### src/rtl/bp_be_late_wb_arbiter.sv
// -----------------------------------------------------------------------------
// bp_be_late_wb_arbiter
//
// Shares the single late-writeback integer register-file write port, and the
// scoreboard clear port, among num_req_p long-latency producers (divider,
// D$ miss fill, FP-to-int, ...). Each producer hands off {rd, data} through a
// one-entry holding buffer. A round-robin arbiter drains the buffers into the
// port on cycles the early pipeline does not own it. The granted writeback
// drives the scoreboard clear in the same cycle as the register-file write.
//
// Parameters
//   num_req_p          number of late-writeback requesters (2..8)
//   dword_width_gp     integer register width (from processor configuration)
//   reg_addr_width_gp  register address width (from processor configuration)
//
// Ports
//   clk_i              clock
//   reset_i            synchronous active-high reset
//   req_v_i            per-requester writeback valid
//   req_rd_i           per-requester destination register
//   req_data_i         per-requester writeback data
//   req_ready_and_o    per-requester ready; transfer on req_v_i & req_ready_and_o
//   port_busy_i        early pipeline owns the write port; no late grant
//   wb_v_o             late writeback valid (register file + scoreboard clear)
//   wb_rd_o            writeback destination, also the scoreboard clear rd
//   wb_data_o          writeback data
//   wb_grant_o         one-hot id of the requester granted this cycle
//   pending_o          OR of all buffer valids
// -----------------------------------------------------------------------------
module bp_be_late_wb_arbiter #(
    parameter int num_req_p         = 3,
    parameter int dword_width_gp    = 64,
    parameter int reg_addr_width_gp = 5
) (
    input  logic                                         clk_i,
    input  logic                                         reset_i,

    input  logic [num_req_p-1:0]                         req_v_i,
    input  logic [num_req_p-1:0][reg_addr_width_gp-1:0]  req_rd_i,
    input  logic [num_req_p-1:0][dword_width_gp-1:0]     req_data_i,
    output logic [num_req_p-1:0]                         req_ready_and_o,

    input  logic                                         port_busy_i,

    output logic                                         wb_v_o,
    output logic [reg_addr_width_gp-1:0]                 wb_rd_o,
    output logic [dword_width_gp-1:0]                    wb_data_o,
    output logic [num_req_p-1:0]                         wb_grant_o,
    output logic                                         pending_o
);

    // Last-grant pointer resets to the top requester so requester 0 is
    // searched first after reset.
    localparam logic [num_req_p-1:0] LP_RR_RESET = {1'b1, {(num_req_p-1){1'b0}}};
    localparam logic [num_req_p-1:0] LP_ONE      = num_req_p'(1);

    // -------------------------------------------------------------------------
    // State
    // -------------------------------------------------------------------------
    logic [num_req_p-1:0]                        r_buf_v;
    logic [num_req_p-1:0][reg_addr_width_gp-1:0] r_buf_rd;
    logic [num_req_p-1:0][dword_width_gp-1:0]    r_buf_data;
    logic [num_req_p-1:0]                        r_rr_last;

    // -------------------------------------------------------------------------
    // Combinational signals
    // -------------------------------------------------------------------------
    logic [num_req_p-1:0]         w_xfer;
    logic [num_req_p-1:0]         w_cand;
    logic [num_req_p-1:0]         w_above;
    logic [num_req_p-1:0]         w_cand_hi;
    logic [num_req_p-1:0]         w_pick;
    logic [num_req_p-1:0]         w_grant;
    logic                         w_wb_v;
    logic [reg_addr_width_gp-1:0] w_wb_rd;
    logic [dword_width_gp-1:0]    w_wb_data;
    logic                         w_dup_rd;

    // Ready depends only on the registered buffer state, so producers see no
    // combinational path from their own valid or from port_busy_i. It stays
    // low during the drain cycle, capping each producer at one entry per two
    // cycles and making a same-cycle grant and refill impossible.
    assign w_xfer = req_v_i & ~r_buf_v;

    // -------------------------------------------------------------------------
    // Round-robin arbitration
    // -------------------------------------------------------------------------
    // Circular search starting one past the last grant, done without any
    // variable indexing: first look for the lowest candidate strictly above
    // the last grant; if there is none, wrap around to the lowest candidate.
    // For a one-hot r_rr_last, (r_rr_last - 1) sets every bit below it, so
    // the complement of (last | last-1) is the "strictly above" mask.
    assign w_cand    = r_buf_v & {num_req_p{~port_busy_i}};
    assign w_above   = ~(r_rr_last | (r_rr_last - LP_ONE));
    assign w_cand_hi = w_cand & w_above;
    assign w_pick    = (|w_cand_hi) ? w_cand_hi : w_cand;
    // x & -x isolates the lowest set bit.
    assign w_grant   = w_pick & (~w_pick + LP_ONE);
    assign w_wb_v    = |w_cand;

    // One-hot AND-OR mux; an all-zero grant yields zero rd and data, so the
    // outputs hold 0 whenever there is no writeback.
    always_comb begin
        // NOTE: every signal written here gets a default before any
        // conditional logic, so no path leaves it unassigned and no latch
        // is inferred.
        w_wb_rd   = '0;
        w_wb_data = '0;
        for (int i = 0; i < num_req_p; i++) begin
            w_wb_rd   = w_wb_rd   | ({reg_addr_width_gp{w_grant[i]}} & r_buf_rd[i]);
            w_wb_data = w_wb_data | ({dword_width_gp{w_grant[i]}}    & r_buf_data[i]);
        end
    end

    // -------------------------------------------------------------------------
    // Control state: buffer valids and last-grant pointer
    // -------------------------------------------------------------------------
    always_ff @(posedge clk_i) begin
        // NOTE: sequential state uses non-blocking assignments so every
        // register samples the pre-edge values, independent of block order.
        if (reset_i) begin
            r_buf_v   <= '0;
            r_rr_last <= LP_RR_RESET;
        end else begin
            for (int i = 0; i < num_req_p; i++) begin
                if (w_xfer[i]) begin
                    r_buf_v[i] <= 1'b1;
                end else if (w_grant[i]) begin
                    r_buf_v[i] <= 1'b0;
                end
            end
            if (w_wb_v) begin
                r_rr_last <= w_grant;
            end
        end
    end

    // -------------------------------------------------------------------------
    // Buffer payload
    // -------------------------------------------------------------------------
    // NOTE: the rd/data payload is deliberately left out of reset; it is only
    // observed when the matching valid bit is set, and the valid bits reset.
    always_ff @(posedge clk_i) begin
        for (int i = 0; i < num_req_p; i++) begin
            if (w_xfer[i]) begin
                r_buf_rd[i]   <= req_rd_i[i];
                r_buf_data[i] <= req_data_i[i];
            end
        end
    end

    // -------------------------------------------------------------------------
    // Outputs
    // -------------------------------------------------------------------------
    assign req_ready_and_o = ~r_buf_v;
    assign wb_v_o          = w_wb_v;
    assign wb_rd_o         = w_wb_rd;
    assign wb_data_o       = w_wb_data;
    assign wb_grant_o      = w_grant;
    assign pending_o       = |r_buf_v;

    // -------------------------------------------------------------------------
    // Simulation check: the scoreboard forbids two outstanding writers to one
    // rd, so two valid buffers must never carry the same destination.
    // -------------------------------------------------------------------------
    always_comb begin
        w_dup_rd = 1'b0;
        for (int i = 0; i < num_req_p; i++) begin
            for (int j = i + 1; j < num_req_p; j++) begin
                if (r_buf_v[i] && r_buf_v[j] && (r_buf_rd[i] == r_buf_rd[j])) begin
                    w_dup_rd = 1'b1;
                end
            end
        end
    end

    a_unique_rd: assert property (@(posedge clk_i) disable iff (reset_i) !w_dup_rd);

endmodule

### config.mk
export PLATFORM = sky130hd
export DESIGN_NAME = bp_be_late_wb_arbiter
export DESIGN_NICKNAME = d
export VERILOG_FILES = /design/src/rtl/bp_be_late_wb_arbiter.sv
export SDC_FILE = /design/constraint.sdc
export NUM_CORES = 1
export LEC_CHECK = 0
export BUFFER_PORTS_ARGS = -buffer_cell sky130_fd_sc_hd__buf_4
export CORE_ASPECT_RATIO = 1.5
export CORE_UTILIZATION = 51
export CTS_BUF_LIST = sky130_fd_sc_hd__clkbuf_8
export CTS_CLUSTER_DIAMETER = 100
export DETAILED_ROUTE_END_ITERATION = 8
export PLACE_DENSITY = 0.93
export SYNTH_ARGS = -nofsm -noshare
export SYNTH_HDL_FRONTEND = slang
export SYNTH_SLANG_ARGS = --single-unit
### constraint.sdc
create_clock -name clk_i -period 4.3 [get_ports clk_i]
set_input_delay 0.43 -clock clk_i [delete_from_list [all_inputs] [get_ports clk_i]]
set_output_delay 0.43 -clock clk_i [all_outputs]
set_load 0.05 [all_outputs]
==> out/qor.csv, run 1 <==
stage,metric,value,unit
yosys,Yosys reg bits,213,
cells_and_area,Final #Nets,923,
cts,CTS tree,done,
detailed_routing,number of remaining DRC errors,0,
global_routing,overall routing resource usage,0.2507,
detailed_routing,vias,5186,
min_path,HP Class,primary input to register,
setup_path,worst reg2reg endpoint,r_rr_last[0]$_SDFFE_PP0P_,
setup_path,worst endpoint required time,3.87,ns
floorplan,Core ar.,15000,µm²
placement,DP Cell Count,876,
cts,post-CTS sizing,0,
sta,minimum clock period,3.538,ns
sta,Final setup viols,0,
setup_path,worst path arrival time,3.11,ns
sta,Fmax,0.2826,GHz
placement,placed wire-length estimate,12910,µm
cts,Max Root-Sink Buffers,3,
min_path,hold_sp,req_data_i[114],
floorplan,I/O Pins,290,
detailed_routing,Routed WL,19890,µm
setup_path,CP endpoint kind,output port,
cells_and_area,Multi-input gate area,1361,µm²
global_routing,antenna violations before repair,1,
placement,Final GP Congestion,0.8251,
placement,placed inst area,10190,µm²
sta,setup ws final,0.7620,ns
pwr,Leak,4.803,nW
global_routing,number of global-route vias before repair,5476,
detailed_routing,TritonRoute pass-1 iters,4,
yosys,Synth Instances,403,
yosys,"Net Count, Synth",616,
flow_run,maxcap violations,0,
cells_and_area,antenna cell count,0,
placement,Port Buffers,289,
sta,Final Skew,0.01109,ns
yosys,leading area contributor after synthesis,edfxtp_1,
cells_and_area,Sequential Area,6336,µm²
setup_path,critical path startpoint category,register,
cells_and_area,share of cells above drive strength 1,0.4591,
floorplan,Die Wd,103.0,µm
yosys,Mapped Area,7809,µm²
setup_path,worst-path cell chain,or4b_1 -> o41ai_4 -> buf_4 -> a22o_1 -> a21o_1 -> buf_4,
cells_and_area,area delta synth->final,37.27,%
sta,Final Max Slew Viols,0,
sta,Rel. slew slack,0.2593,
cts,Worst-path clk slew,0.07,ns
run_status,status,"finished, final reports clean",
cts,clk root buf,clkbuf_8,
cells_and_area,Non-Filler Instances,933,
cts,htree depth,1,
sta,final setup TNS,0,ns
yosys,synth top area cells,"edfxtp_1 (80%), a22o_1 (7.7%), a21o_1 (6.6%)",
global_routing,GRT overflow,0,
yosys,Synth Warn #,0,
cts,Sink Count,213,
sta,worst slew pin tran,1.109,ns
pwr,power per standard cell area,445.9,nW/µm²
setup_path,most frequent CP cell,buf_4,
floorplan,FP Rows,55,
setup_path,Reg2Reg Setup Slack,2.10,ns
cells_and_area,Fill cells,917,
yosys,"Seq/Total Area, Yosys",0.8114,
cells_and_area,Post-Layout Inst Area,10720,µm²
floorplan,Initial Util,0.5205,
setup_path,Critical Path Slowest Stage Cell,buf_4,
setup_path,FF-to-FF path depth,5,
detailed_routing,WL per Instance,21.31,µm
pwr,VDD IR max,0.0003445,V
detailed_routing,Via density,5.558,
detailed_routing,Antenna Violating Nets Remaining,0,
yosys,Yosys top cell area share,0.7960,
setup_path,startpoint of the worst-slack reg-to-reg timing path,r_buf_v[0]$_SDFFE_PP0P_,
cts,worst-skew pair later-pin latency,0.56,ns
yosys,Avg Inst Size Synth,19.38,µm²
detailed_routing,Iteration-0 DRC Markers,234,
cts,Setup Buffers After CTS,0,
global_routing,first-pass GRT wire length,29040,µm
global_routing,largest net degree at the start of global routing,73,
sta,RSZ-0062 raised after global routing,false,
floorplan,Die Height,153.6,µm
cts,hold_buf cts,0,
sta,post-route clock period utilization,0.8228,
yosys,count of different cell masters after synthesis,22,
cts,total CTS buffers,31,
floorplan,die area,15820,µm²
placement,pre-CTS setup slack,1.308,ns
setup_path,kind of critical path,register to output port,
min_path,Hold Path Stages,1,
setup_path,delay of the slowest cell on the worst path,0.73,ns
setup_path,CP max FO,72,
sta,Hold Fails Final Rpt,0,
min_path,hold endpoint,r_buf_data[114]$_DFFE_PP_,
==> layer usage <==
| metal | vias to the layer above | routed length [µm] | share of wire | track usage |
|---|---|---|---|---|
| met4 | 2 | 1228 | 0.062 | 0.1522 |
| met5 | - | 17 | 0.00085 | 0 |
| met2 | 317 | 10730 | 0.54 | 0.4463 |
| met1 | 2517 | 6378 | 0.32 | 0.2568 |
| li1 | 2257 | - | - | - |
| met3 | 93 | 1531 | 0.077 | 0.06273 |
==> critical path, delay by kind of cell (launching register included) <==
family | cells | cell delay [ns]
buffers and inverters | 2 | 0.93
DFF | 1 | 0.54
and+or+nand+nor | 1 | 0.54
AOI/OAI and AO/OA | 3 | 0.50
==> worst max path at each step <==
stage                                       start                        end  slack (ns)  depth (start not counted)
final                     r_buf_v[0]$_SDFFE_PP0P_               wb_data_o[8]        0.76                          6
after global routing      r_buf_v[0]$_SDFFE_PP0P_              wb_data_o[10]        0.64                          6
after CTS                 r_buf_v[0]$_SDFFE_PP0P_               wb_data_o[8]        0.75                          6
after detailed placement              port_busy_i               wb_data_o[8]        1.31                          7
after global placement                port_busy_i               wb_data_o[8]        1.36                          7
after floorplan                        req_v_i[2]  r_buf_data[128]$_DFFE_PP_        0.34                          1
==> power by group <==
group          internal, mW  switching, mW  leakage [nW]  total [mW]
Combinational         0.340          0.555          2.46       0.895
Sequential             2.44         0.0466          2.03        2.49
Clock                 0.667          0.730         0.316        1.40
Total                  3.45           1.33          4.80        4.78
==> stage by stage <==
stage,hold slack [ns],power [mW],utilization
final,0.04588,4.779,0.7145
after global routing,0.01161,4.946,0.7145
after CTS,0.01146,4.816,0.7145
after detailed placement,0.5318,3.425,0.6791
after global placement,0.5104,3.393,0.6791
after floorplan,0.4883,3.067,-
==> area by class of cell <==
cell class,count,area share
Clock inverter,26,0.009688
Sequential cell,213,0.5911
Tap cell,199,0.02323
Multi-Input combinational cell,165,0.1270
Timing Repair Buffer,295,0.2078
Clock buffer,31,0.03980
Inverter,4,0.001401
==> registers in the layout, summed over array words and instances, names as in the netlist <==
name and flops:
r_buf_v 3, r_buf_rd 15, r_rr_last 3, r_buf_data 192
==> placed cells by master (no fill, tap or decap) <==
cell / netlist / final
nand2b_1: 4 / 4
nor3_1: 3 / 3
inv_2: 1 / 1
buf_4: 0 / 294
or4b_1: 1 / 1
inv_1: 3 / 16
dfxtp_1: 6 / 6
or3_1: 1 / 1
nor3b_2: 1 / 1
nor2b_4: 0 / 3
o21ai_1: 1 / 1
nor2b_1: 5 / 2
a211o_1: 1 / 1
clkinvlp_4: 0 / 1
a211oi_4: 0 / 1
buf_12: 0 / 1
a22o_1: 69 / 69
clkinv_1: 0 / 10
a21oi_1: 2 / 2
o41ai_4: 1 / 1
nor2_1: 5 / 5
a221oi_4: 0 / 1
clkinv_2: 0 / 2
edfxtp_1: 207 / 207
a21o_1: 69 / 69
clkbuf_8: 0 / 31
==> cell usage after synthesis (all sizes together) <==
library cell and n:
a211o 1, a211oi 1, a21o 69, a21oi 2, a221oi 1, a22o 69
buf 12, clkbuf 9, dfxtp 6, edfxtp 207, inv 4, nand2b 4
nor2 5, nor2b 5, nor3 3, nor3b 1, o21ai 1, o41ai 1
or3 1, or4b 1
==> cell families after synthesis <==
group | Yosys count | synth area share
flops | 213 | 0.8114
compound gates | 145 | 0.1538
simple gates | 20 | 0.01522
buf+inv | 25 | 0.01955
(Power assumes the default switching activity.)
==> run 2: changes to the inputs <==
==> constraint.sdc (replaced) <==
create_clock -name clk_i -period 3.65 [get_ports clk_i]
set_input_delay 0.365 -clock clk_i [delete_from_list [all_inputs] [get_ports clk_i]]
set_output_delay 0.365 -clock clk_i [all_outputs]
set_load 0.05 [all_outputs]
==> run 2 against run 1 <==
The run now fails in 4_1_cts. Synthesized cell count did not move. Area after synthesis did not move.
==> out/qor.csv, run 2 <==
stage,metric,value,unit
yosys,mux share of post-synthesis cell area,0,
yosys,ys async rst share,0,
yosys,"Top FF cell, synth",edfxtp_1,
cts,post-CTS sizing,0,
run_status,Run Error,[ERROR RSZ-0060] Max buffer count reached.,
run_status,status,did not finish,
floorplan,Die Height,153.6,µm
yosys,Yosys reg bits,213,
cts,hold_buf cts,187,
yosys,Synth Instances,403,
cts,clk root buf,clkbuf_8,
yosys,post-synthesis adder-cell area fraction,0,
yosys,cell with the most instances after synthesis,edfxtp_1,
yosys,Synth Area in Compound Gates,0.1538,
floorplan,I/O Pins,290,
yosys,Mapped Area,7809,µm²
floorplan,Die Wd,103.0,µm
floorplan,Initial Util,0.5205,
yosys,leading area contributor after synthesis,edfxtp_1,
yosys,Yosys top cell area share,0.7960,
cts,Setup Buffers After CTS,0,
placement,placed wire-length estimate,13580,µm
yosys,Synth Area in XOR/XNOR,0,
yosys,Post-synth EDFFs,207,
yosys,Synth Warn #,0,
yosys,count of different cell masters after synthesis,22,
yosys,"Net Count, Synth",616,
cts,Sink Count,213,
yosys,"Seq/Total Area, Yosys",0.8114,
cts,htree depth,1,
placement,Final GP Congestion,0.8778,
placement,Port Buffers,289,
yosys,synth top area cells,"edfxtp_1 (80%), a22o_1 (7.7%), a21o_1 (6.6%)",
cts,Max Root-Sink Buffers,3,
yosys,Synth Area in Simple Gates,0.01522,
run_status,Failed at,4_1_cts,
yosys,largest family of logic cells by synthesized area,compound AO/OA/AOI/OAI gates,
placement,DP Cell Count,881,
yosys,Avg Inst Size Synth,19.38,µm²
floorplan,FP Rows,55,
cts,total CTS buffers,29,
yosys,most frequent cells after synthesis,"edfxtp_1 (207), a21o_1 (69), a22o_1 (69), clkbuf_1 (9), buf_6 (7)",
## run 2: cell counts after synthesis
Identical to the previous run, type by type.
## run 2: cell families after synthesis
kind of cell	after synthesis
buffers and inverters	25
and+or+nand+nor	20
DFF	213
AOI/OAI and AO/OA	145
## run 2: per-stage QoR
step	hold slack, ns	setup slack [ns]	instance area, µm²	utilization
3_3_place_gp	0.5125	1.086	10230	0.6817
3_5_place_dp	0.5442	1.035	10230	0.6817
2_1_floorplan	0.4374	1.044	7816	-
==> run 3: changes to the inputs <==
==> config.mk (replaced) <==
export PLATFORM = sky130hd
export DESIGN_NAME = bp_be_late_wb_arbiter
export DESIGN_NICKNAME = d
export VERILOG_FILES = /design/src/rtl/bp_be_late_wb_arbiter.sv
export SDC_FILE = /design/constraint.sdc
export NUM_CORES = 1
export LEC_CHECK = 0
export BUFFER_PORTS_ARGS = -buffer_cell sky130_fd_sc_hd__buf_4
export CORE_UTILIZATION = 40
export DETAILED_ROUTE_END_ITERATION = 8
export PLACE_DENSITY_LB_ADDON = 0.15
export SYNTH_ARGS = -nofsm -noshare
export SYNTH_HDL_FRONTEND = slang
export SYNTH_SLANG_ARGS = --single-unit
==> run 3 against run 2 <==
The flow now finishes without violations.
==> out/qor.csv, run 3 (synthesized netlist as in run 1, its figures left out) <==
stage,metric,value,unit
pwr,VDD IR max,0.0003597,V
detailed_routing,Routed WL,19790,µm
sta,Fmax,0.3146,GHz
sta,Final Skew,0.006167,ns
cells_and_area,max reg flops,192,
sta,minimum clock period,3.179,ns
floorplan,die area,20080,µm²
setup_path,Worst Path Buf+Inv,2,
setup_path,delay of the slowest cell on the worst path,0.57,ns
setup_path,worst-path cell chain,or4b_1 -> o41ai_4 -> buf_4 -> a22o_1 -> a21o_1 -> buf_4,
cells_and_area,biggest regs,"r_buf_data (192), r_buf_rd (15)",
setup_path,kind of critical path,register to output port,
sta,Rel. slew slack,0.3762,
sta,Hold Fails Final Rpt,0,
cts,worst-skew pair later-pin latency,0.50,ns
setup_path,Critical Path Slowest Stage Cell,buf_4,
cts,Setup Buffers After CTS,0,
setup_path,Reg2Reg Setup Slack,1.82,ns
global_routing,first-pass GRT wire length,29010,µm
cts,clk root buf,clkbuf_16,
cts,total CTS buffers,24,
sta,Final Max Slew Viols,0,
floorplan,Die Wd,141.7,µm
cts,post-CTS sizing,0,
cts,htree depth,1,
placement,Port Buffers,289,
cells_and_area,share of cells above drive strength 1,0.4689,
detailed_routing,WL per Instance,20.13,µm
detailed_routing,TritonRoute pass-1 iters,4,
pwr,Leak,4.874,nW
floorplan,I/O Pins,290,
global_routing,GRT overflow,0,
setup_path,CP max FO,51,
floorplan,FP Rows,50,
pwr,power per standard cell area,561.8,nW/µm²
placement,placed wire-length estimate,13090,µm
detailed_routing,number of remaining DRC errors,0,
floorplan,Die Height,141.7,µm
detailed_routing,vias,4900,
cells_and_area,Non-Filler Instances,983,
sta,WHS,0.03667,ns
cts,Sink Count,213,
global_routing,overall routing resource usage,0.1920,
cts,hold_buf cts,0,
placement,placed inst area,10320,µm²
min_path,HP Class,primary input to register,
sta,post-route clock period utilization,0.8708,
flow_run,maxcap violations,0,
cells_and_area,antenna cell count,0,
floorplan,Initial Util,0.4133,
detailed_routing,Antenna Violating Nets Remaining,0,
setup_path,cell family with most CP delay,buffers and inverters,
detailed_routing,Via density,4.985,
global_routing,number of global-route vias before repair,5225,
setup_path,CP endpoint kind,output port,
cts,CTS tree,done,
cells_and_area,"most common cell after layout, fill and taps aside",buf_4,
cts,Max Root-Sink Buffers,3,
detailed_routing,Iteration-0 DRC Markers,167,
global_routing,antenna violations before repair,0,
cells_and_area,Top reg by flops,r_buf_data,
sta,final setup TNS,0,ns
placement,DP Cell Count,941,
cells_and_area,area delta synth->final,41.47,%
cells_and_area,Post-Layout Inst Area,11050,µm²
run_status,status,"finished, final reports clean",
cells_and_area,most frequent cells in the layout,"buf_4 (296), edfxtp_1 (207), a22o_1 (69), a21o_1 (69), clkbuf_16 (25)",
cells_and_area,Final #Nets,920,
sta,Final setup viols,0,
setup_path,most frequent CP cell,buf_4,
setup_path,worst path arrival time,2.81,ns
floorplan,Core ar.,18890,µm²
sta,RSZ-0062 raised after global routing,false,
global_routing,largest net degree at the start of global routing,71,
cts,Worst-path clk slew,0.06,ns
setup_path,critical path startpoint category,register,
cells_and_area,Fill cells,1528,
sta,worst slew pin tran,0.9337,ns
setup_path,worst endpoint required time,3.28,ns
placement,Final GP Congestion,0.7644,
[run 3: per-layer routing]
metal / vias to the layer above / part of all wire / global-route usage
li1: 2253 / - / -
met1: 2418 / 0.38 / 0.2239
met2: 195 / 0.52 / 0.3428
met3: 34 / 0.078 / 0.05636
met4: 0 / 0.019 / 0.05433
met5: - / 0 / 0
[run 3: power by group]
part	total, mW	internal [mW]	leakage [nW]	switching [mW]
sequential	2.92	2.87	2.03	0.0499
clock	2.22	1.32	0.359	0.908
combinational	1.06	0.408	2.49	0.651
total	6.21	4.60	4.87	1.61
[run 3: area by class of cell]
type | count | area (µm²) | area share
clock buffers | 31 | 648.1 | 0.05867
clock inverters | 11 | 78.83 | 0.007136
inverters | 4 | 15.01 | 0.001359
multi-input cells | 165 | 1361 | 0.1232
flip-flops and latches | 213 | 6336 | 0.5736
well taps | 260 | 325.3 | 0.02945
repair buffers | 299 | 2282 | 0.2066
[run 3: final timing paths]
path | start | to | depth (start not counted)
min | req_data_i[127] | r_buf_data[127]$_DFFE_PP_ | 1
max | r_buf_v[0]$_SDFFE_PP0P_ | wb_data_o[58] | 6
min reg2reg | r_rr_last[0]$_SDFFE_PP0P_ | r_rr_last[0]$_SDFFE_PP0P_ | 2
max reg2reg | r_buf_v[1]$_SDFFE_PP0P_ | r_buf_data[93]$_DFFE_PP_ | 2
[run 3: stage by stage]
| step | power (mW) | setup slack, ns | util |
|---|---|---|---|
| 6_report | 6.206 | 0.4714 | 0.5847 |
| 5_1_grt | 6.420 | 0.3374 | 0.5847 |
| 4_1_cts | 6.279 | 0.4278 | 0.5847 |
| 3_5_place_dp | 4.046 | 0.9635 | 0.5462 |
| 3_3_place_gp | 4.027 | 1.027 | 0.5462 |
| 2_1_floorplan | 3.606 | 1.044 | - |
==> run 4: changes to the inputs <==
--- a/config.mk
+++ b/config.mk
@@ -5,6 +5,7 @@
 export SDC_FILE = /design/constraint.sdc
 export NUM_CORES = 1
 export LEC_CHECK = 0
+export ABC_AREA = 1
 export BUFFER_PORTS_ARGS = -buffer_cell sky130_fd_sc_hd__buf_4
 export CORE_UTILIZATION = 40
 export DETAILED_ROUTE_END_ITERATION = 8
==> run 4 against run 3 <==
Critical path depth increased by 2. Worst hold slack got worse by 0.012 ns. Utilization increased by 1.7 points. Global-route usage increased by 2.9 points.
==> out/qor.csv, run 4 <==
stage,metric,value,unit
yosys,Synth Warn #,0,
cells_and_area,most frequent cells in the layout,"buf_4 (301), edfxtp_1 (207), nand3_1 (142)",
sta,Hold Fails Final Rpt,0,
placement,placed wire-length estimate,14550,µm
yosys,"Seq/Total Area, Yosys",0.7791,
detailed_routing,Via density,5.231,
sta,Rel. slew slack,0.3195,
setup_path,critical path startpoint category,register,
sta,post-route clock period utilization,0.8342,
sta,RSZ-0062 raised after global routing,false,
sta,Final Skew,0.01623,ns
cts,total CTS buffers,24,
cells_and_area,area delta synth->final,45.86,%
cells_and_area,max reg flops,192,
yosys,Synth Area in XOR/XNOR,0,
placement,Final GP Congestion,0.8253,
global_routing,largest net degree at the start of global routing,71,
floorplan,Core ar.,19720,µm²
pwr,Clk pwr share,0.387,
pwr,power per standard cell area,528.0,nW/µm²
detailed_routing,number of remaining DRC errors,0,
setup_path,worst endpoint required time,3.28,ns
yosys,"Net Count, Synth",792,
cts,clk root buf,clkbuf_16,
sta,Final Max Slew Viols,0,
global_routing,number of global-route vias before repair,6442,
setup_path,delay of the slowest cell on the worst path,0.44,ns
setup_path,kind of critical path,register to output port,
cells_and_area,Final #Nets,1124,
pwr,VDD IR max,0.0003952,V
yosys,Synth Area in Simple Gates,0.1838,
run_status,status,"finished, final reports clean",
yosys,Mapped Area,8133,µm²
setup_path,worst path arrival time,2.68,ns
sta,Fmax,0.3284,GHz
yosys,Avg Inst Size Synth,14.05,µm²
floorplan,Initial Util,0.4125,
setup_path,CP endpoint kind,output port,
global_routing,antenna violations before repair,0,
global_routing,first-pass GRT wire length,34380,µm
yosys,"Top FF cell, synth",edfxtp_1,
yosys,Post-synth EDFFs,207,
yosys,ys async rst share,0,
yosys,mux share of post-synthesis cell area,0,
floorplan,FP Rows,51,
cts,Worst-path clk slew,0.06,ns
cells_and_area,biggest regs,"r_buf_data (192), r_buf_rd (15)",
detailed_routing,Iteration-0 DRC Markers,319,
yosys,post-synthesis adder-cell area fraction,0,
cts,Sink Count,213,
sta,final setup TNS,0,ns
yosys,Yosys top cell area share,0.7643,
global_routing,overall routing resource usage,0.2206,
cells_and_area,Non-Filler Instances,1193,
yosys,Synth Area in Compound Gates,0.004923,
pwr,Logic pwr share,0.148,
yosys,cell with the most instances after synthesis,edfxtp_1,
sta,Final setup viols,0,
cts,worst-skew pair later-pin latency,0.52,ns
yosys,synth top area cells,"edfxtp_1 (76%), nand3_1 (8.7%), nand4_1 (5.3%)",
floorplan,Die Height,144.6,µm
detailed_routing,Antenna Violating Nets Remaining,0,
yosys,most frequent cells after synthesis,"edfxtp_1 (207), nand3_1 (142), nand2_1 (78), nand4_1 (69), buf_2 (29)",
cts,htree depth,1,
flow_run,maxcap violations,0,
floorplan,Die Wd,144.6,µm
setup_path,worst-path cell chain,inv_1 -> nor2_1 -> inv_1 -> nor2_4 -> buf_4 -> nand3_1 -> nand3_1 -> buf_4,
setup_path,Critical Path Slowest Stage Cell,nor2_4,
min_path,HP Class,primary input to register,
floorplan,die area,20910,µm²
placement,Port Buffers,289,
setup_path,CP max FO,26,
cts,Max Root-Sink Buffers,3,
cts,Setup Buffers After CTS,0,
cells_and_area,"most common cell after layout, fill and taps aside",buf_4,
yosys,leading area contributor after synthesis,edfxtp_1,
min_path,hold_sp,req_data_i[86],
pwr,register share of total power,0.465,
pwr,Internal,4.692,mW
detailed_routing,WL per Instance,19.76,µm
cells_and_area,Top reg by flops,r_buf_data,
pwr,Leak,4.794,nW
yosys,Yosys reg bits,213,
placement,DP Cell Count,1105,
detailed_routing,Routed WL,23570,µm
floorplan,I/O Pins,290,
cells_and_area,fin util,0.6016,
cells_and_area,antenna cell count,0,
cts,CTS tree,done,
cells_and_area,share of cells above drive strength 1,0.3739,
setup_path,Worst setup startpoint,r_buf_v[1]$_SDFFE_PP0P_,
setup_path,startpoint of the worst-slack reg-to-reg timing path,r_buf_v[1]$_SDFFE_PP0P_,
pwr,Psw,1.571,mW
sta,minimum clock period,3.045,ns
pwr,sw frac,0.2508,
detailed_routing,TritonRoute pass-1 iters,5,
detailed_routing,vias,6240,
yosys,count of different cell masters after synthesis,16,
sta,worst slew pin tran,1.021,ns
yosys,Synth Instances,579,
yosys,largest family of logic cells by synthesized area,simple AND/OR/NAND/NOR gates,
global_routing,GRT overflow,0,
-- run 4: critical path: cells and delay by family (launching register included) --
family	cells	cell delay, ns
flip-flops	1	0.33
buffers and inverters	4	0.84
AND/OR/NAND/NOR	4	1.00
-- run 4: metal layers --
layer / up-vias / wire (µm) / track usage
li1: 2873 / - / -
met1: 3029 / 9117 / 0.2648
met4: 0 / 538 / 0.06925
met3: 40 / 2101 / 0.05695
met2: 298 / 11820 / 0.3861
met5: - / 0 / 0
-- run 4: cells by family after synthesis --
logic type | Yosys count
DFF | 213
and+or+nand+nor | 299
buffers and inverters | 60
AOI/OAI and AO/OA | 7
-- run 4: final cells by class --
class                           instances  area [µm²]
Clock inverter                         16       190.2
Multi-Input combinational cell        306        1574
Inverter                               18       68.82
Tap cell                              265       331.6
Clock buffer                           27       611.8
Fill cell                            1526        7855
Timing Repair Buffer                  348        2750
Sequential cell                       213        6336
-- run 4: what timing repair did --
action                                 4_1_cts  5_1_grt
hold buffers                                42        3
setup endpoints to repair                    0        0
endpoints found under the hold margin       42        3
resized for setup                            0        0
-- run 4: power groups by stage --
stage / Sequential, mW / Clock [mW] / Combinational (mW)
floorplan: 2.95 / 0 / 0.489
global placement: 2.96 / 0 / 0.882
detailed placement: 2.96 / 0 / 0.893
CTS: 2.91 / 2.48 / 0.931
global route: 2.92 / 2.58 / 0.981
finish: 2.91 / 2.43 / 0.927
-- run 4: final timing paths --
kind                                   end  slack (ns)  depth (start not counted)
hold / removal    r_buf_data[86]$_DFFE_PP_        0.02                          1
setup reg to reg   r_buf_v[1]$_SDFFE_PP0P_        1.72                          8
setup / recovery              wb_data_o[4]        0.61                          8
hold reg to reg    r_buf_v[1]$_SDFFE_PP0P_        0.46                          2
-- run 4: stage by stage --
stage | total power, mW | hold slack [ns] | setup WS (ns) | area (µm²)
floorplan | 3.443 | 0.4339 | 1.036 | 8138
global route | 6.483 | 0.0002258 | 0.4166 | 11860
global placement | 3.838 | 0.4477 | 1.101 | 10610
detailed placement | 3.855 | 0.4539 | 1.004 | 10610
CTS | 6.321 | 0.0001161 | 0.5660 | 11830
finish | 6.264 | 0.02488 | 0.6052 | 11860
